[config.mk]
export PLATFORM = sky130hd
export DESIGN_NAME = sound_seq
export DESIGN_NICKNAME = d
export VERILOG_FILES = /design/src/rtl/sound_pkg.sv /design/src/rtl/sound_start_stretch.sv /design/src/rtl/sound_seq.sv
export SDC_FILE = /design/constraint.sdc
export NUM_CORES = 1
export LEC_CHECK = 0
export CAP_MARGIN = 0
export CORE_ASPECT_RATIO = 1.25
export CORE_MARGIN = 2
export CORE_UTILIZATION = 48
export CTS_CLUSTER_SIZE = 12
export DETAILED_ROUTE_END_ITERATION = 10
export GPL_ROUTABILITY_DRIVEN = 0
export PLACE_DENSITY = 0.77
export REMOVE_ABC_BUFFERS = 1
export SYNTH_ARGS = -nofsm -noshare
export SYNTH_HDL_FRONTEND = slang
export SYNTH_SLANG_ARGS = --single-unit
[constraint.sdc]
create_clock -name clk -period 1.3 [get_ports clk]
set_input_delay 0.26 -clock clk [delete_from_list [all_inputs] [get_ports clk]]
set_output_delay 0.26 -clock clk [all_outputs]
set_load 0.01 [all_outputs]
[src/rtl/sound_pkg.sv]
// Shared constants for the sound frame sequencer: which frame steps fire which
// strobe, plus channel indices for the per-channel trigger/start/enable buses.
package sound_pkg;

  // Bit n set means the strobe fires when the tick executes step n
  localparam logic [7:0] LEN_STEPS   = 8'b0101_0101;
  localparam logic [7:0] SWEEP_STEPS = 8'b0100_0100;
  localparam logic [7:0] ENV_STEPS   = 8'b1000_0000;

  localparam int CH_SQ1   = 0;
  localparam int CH_SQ2   = 1;
  localparam int CH_WAVE  = 2;
  localparam int CH_NOISE = 3;
  localparam int NUM_CH   = 4;

  typedef struct packed {
    logic len;
    logic sweep;
    logic env;
  } strobe_t;

  function automatic strobe_t step_strobes(input logic [2:0] s);
    strobe_t r;
    r.len   = LEN_STEPS[s];
    r.sweep = SWEEP_STEPS[s];
    r.env   = ENV_STEPS[s];
    return r;
  endfunction

endpackage

[src/rtl/sound_start_stretch.sv]
// Stretches a one-cycle trigger request into a registered START_LEN-cycle start
// pulse; a repeat request reloads the counter so the pulse extends without a gap.
module sound_start_stretch #(
  parameter int START_LEN = 4
) (
  input  logic clk,
  input  logic rst,
  input  logic clr,
  input  logic req,
  output logic start
);

  localparam int SC_W = $clog2(START_LEN + 1);

  logic [SC_W-1:0] sc;
  logic [SC_W-1:0] sc_nxt;

  always_comb begin
    sc_nxt = sc;
    if (clr) begin
      sc_nxt = '0;
    end else if (req) begin
      sc_nxt = SC_W'(START_LEN);
    end else if (sc != '0) begin
      sc_nxt = sc - SC_W'(1);
    end
  end

  always_ff @(posedge clk or negedge rst) begin
    if (!rst) begin
      sc    <= '0;
      start <= 1'b0;
    end else begin
      sc    <= sc_nxt;
      start <= (sc_nxt != '0);
    end
  end

endmodule

[src/rtl/sound_seq.sv]
// Frame sequencer (512 Hz step clock with length/sweep/envelope strobes), per-channel
// trigger stretchers and NR52 status assembly, all gated by the master sound enable.
module sound_seq
  import sound_pkg::*;
#(
  parameter int PRESCALE  = 8192,
  parameter int START_LEN = 4
) (
  input  logic       clk,
  input  logic       rst,
  input  logic       sound_on,
  input  logic [3:0] trig_req,
  input  logic [3:0] ch_enable,
  output logic [3:0] start,
  output logic       clk_length_ctr,
  output logic       clk_sweep,
  output logic       clk_vol_env,
  output logic [2:0] step,
  output logic [3:0] nr52_status
);

  localparam int                PRE_W   = $clog2(PRESCALE);
  localparam logic [PRE_W-1:0] PRE_MAX = PRE_W'(PRESCALE - 1);

  logic [PRE_W-1:0] pre_cnt;
  logic             tick;
  strobe_t          strb;

  assign tick = sound_on && (pre_cnt == PRE_MAX);
  assign strb = step_strobes(step);

  // Prescaler and step counter restart from zero whenever sound is off
  always_ff @(posedge clk or negedge rst) begin
    if (!rst) begin
      pre_cnt <= '0;
      step    <= 3'd0;
    end else if (!sound_on) begin
      pre_cnt <= '0;
      step    <= 3'd0;
    end else begin
      pre_cnt <= (pre_cnt == PRE_MAX) ? '0 : pre_cnt + PRE_W'(1);
      if (tick) begin
        step <= step + 3'd1;
      end
    end
  end

  // Strobes decode the step being executed, before it advances
  always_ff @(posedge clk or negedge rst) begin
    if (!rst) begin
      clk_length_ctr <= 1'b0;
      clk_sweep      <= 1'b0;
      clk_vol_env    <= 1'b0;
    end else begin
      clk_length_ctr <= tick && strb.len;
      clk_sweep      <= tick && strb.sweep;
      clk_vol_env    <= tick && strb.env;
    end
  end

  for (genvar i = 0; i < NUM_CH; i++) begin : g_ch
    sound_start_stretch #(
      .START_LEN(START_LEN)
    ) u_stretch (
      .clk  (clk),
      .rst  (rst),
      .clr  (~sound_on),
      .req  (trig_req[i]),
      .start(start[i])
    );
  end

  assign nr52_status = ch_enable & {4{sound_on}};

endmodule

==> qor.yml <==
placement:
  place_ws_ns: -0.4725
  hpwlAfterDp_mm: 2.384
  port_buffers: 24
  post-place-cells: 237
floorplan:
  core_area_um2: 3513
  die-area_um2: 4202
  start_util: 0.5050
  num_io_pins: 25
  row_count: 24
  die_w_um: 58.38
  fp.dieH_um: 71.98
worst_setup_path:
  path_delay_family: "flip-flops"
  required_ns: 1.47
  cp_cell_sequence: "inv_2 > ha_4 > inv_2 > ha_4 > o21a_1 > or3_1"
  crit_cells: 6
  max_stage_delay_ns: 0.39
  critPathSlowestCell: "dfrtp_1"
  reg2regPathDepth: 6
  worstPathArrival_ns: 1.64
  crit_buf_inv: 2
  worst_setup_path_end_kind: "flip-flop"
  critPathKind: "reg2reg"
  crit_path_start_kind: "flip-flop"
  cp_max_fo: 2
sta:
  rsz0062_at_grt: "true"
  setup_viol: 12
  finalHoldViolations: 0
  max_freq_mhz: 679.9
  fin_skew_ns: 0.002972
  worst_slew_pin_slew_ns: 0.2158
  slew_headroom: 0.8561
  timing.setup.tns_ns: -0.8961
  period_minus_slack_ns: 1.471
  setup_ws_ns: -0.1708
  finalCritPeriodShare: 1.131
  slew_violations: 0
pwr:
  p_leak_nw: 1.229
  peakVddDrop_mv: 0.7367
  power_density_nw_per_um2: 958.6
worst_hold_path:
  hold_class: "in2async"
cts:
  cts_tree: "yes"
  cts_root_buf: "clkbuf_8"
  cts.clk_slew.worst_paths_ns: 0.07
  cts_max_path_buffers: 2
  clock-sinks: 35
  cts_buffers: 5
  clock_latency_ns: 0.29
  ctsHoldBuffers: 0
  htreeDepth: 2
layout:
  mostFrequentLayoutCell: "dfrtp_1"
  syn_to_final_growth_pct: 39.84
  final_cells: 256
  n_antenna_cell: 0
  fin_nets: 243
  num-fill-cells: 253
  drive_above_1_share: 0.3548
  layout_common_cells: "33 x dfrtp_1, 21 x buf_4, 18 x nor2_1"
detailed_routing:
  viasPerCell: 5.066
  drt_iter0_drc: 25
  dr_total_vias: 1297
  ant_nets: 0
  dr.pass1.iters: 4
  drcViolationCount: 0
  wl_per_cell_um: 14.50
  postRouteWirelength_mm: 3.712
synthesis:
  synth_warnings: 0
  syn_avg_cell_area_um2: 10.50
  synth_cell_types: 29
  synth_seq_cells: 35
  syn-cell-area_um2: 1774
  synthTopCellsByArea: "dfrtp_1 49%, ha_1 11%, xor2_1 5.9%"
  yosysSeqAreaShare: 0.4937
  synth_largest_area_cell: "dfrtp_1"
  yosysTopAreaCellShare: 0.4937
  netlist_instances: 169
flow_run:
  maxCapViolations: 0
outcome:
  status: "finished with violations"
  violations: "setup timing"
global_routing:
  grt_pass1_vias: 1403
  grt.total_usage: 0.2031
  antenna_found_initial: 0
  overflow: 0
  grt_max_degree: 36
  grt_first_pass_wirelength_mm: 6.348
-- path summary, 6_finish.rpt --
kind,endpoint,slack [ns],start
hold reg to reg,g_ch[0].u_stretch.sc[1],0.58,g_ch[0].u_stretch.sc[1]
hold / removal,pre_cnt[0],0.33,rst
min in group clk,g_ch[2].u_stretch.sc[2],0.57,sound_on
setup reg to reg,g_ch[3].u_stretch.start,-0.17,g_ch[3].u_stretch.sc[0]
max in group asynchronous,pre_cnt[2],0.76,rst
setup / recovery,g_ch[3].u_stretch.start,-0.17,g_ch[3].u_stretch.sc[0]
-- what timing repair did --
item,in CTS,in global routing
endpoints found under the setup margin,36,27
gates resized for setup,65,20
buffers inserted,9,6
cloned,1,0
pin swaps,20,36
-- through the flow --
| stage | area, µm² | utilization | total power [mW] | hold slack (ns) |
|---|---|---|---|---|
| finish | 2481 | 0.7062 | 2.378 | 0.3307 |
| CTS | 2410 | 0.6859 | 2.389 | 0.3356 |
| floorplan | 1717 | - | 1.351 | -0.03559 |
| global route | 2481 | 0.7062 | 2.496 | 0.3730 |
| detailed placement | 2116 | 0.6022 | 1.536 | 0.5332 |
| global placement | 2116 | 0.6022 | 1.511 | 0.5131 |
-- area by class of cell --
class                      instances  area [µm²]  area share
clock buffer                       7       76.32     0.03076
clock inverter                     1       5.005    0.002017
inverter                          20       75.07     0.03026
multi-input combinational        107        1001      0.4034
sequential                        35       878.3      0.3540
tap                               39       48.80     0.01967
timing repair buffer              47       396.6      0.1599
-- registers in the layout (all words and copies together) (netlist names) --
| name | cells |
|---|---|
| clk_sweep | 1 |
| step | 3 |
| g_ch.u_stretch.start | 4 |
| clk_vol_env | 1 |
| clk_length_ctr | 1 |
| pre_cnt | 13 |
| g_ch.u_stretch.sc | 12 |
-- cells by family (layout without fill, tap and decap cells) --
family / after synthesis / after routing / synth area share
multiplexers: 1 / 1 / 0.005642
AND/OR/NAND/NOR: 64 / 65 / 0.2038
AO/OA/AOI/OAI: 10 / 10 / 0.03526
XOR/XNOR: 15 / 15 / 0.07405
buffers and inverters: 28 / 75 / 0.07475
flip-flops: 35 / 35 / 0.4937
adder cells (fa/ha/maj): 16 / 16 / 0.1128
-- per-layer routing --
| metal | up-vias | GRT usage | routed length (µm) |
|---|---|---|---|
| li1 | 629 | - | - |
| met1 | 630 | 0.2337 | 1499 |
| met2 | 30 | 0.3446 | 1953 |
| met3 | 8 | 0.05882 | 184 |
| met4 | 0 | 0.09302 | 74 |
| met5 | - | 0 | 0 |
-- where the power goes --
group	internal, mW	switching (mW)
clock	0.376	0.379
sequential	1.14	0.0338
combinational	0.236	0.213
-- Yosys cell counts (all sizes together) --
cell	number
nand3	3
inv	20
nand4	6
and2	8
clkbuf	1
nand2	6
xnor2	3
dfrtp	35
and3	3
o22ai	2
ha	16
xor2	12
nand2b	5
buf	7
mux2i	1
nor3	1
or3	4
o21a	4
nor2	24
and4	4
a21oi	4
No activity file was read; power rests on OpenSTA's default activity.
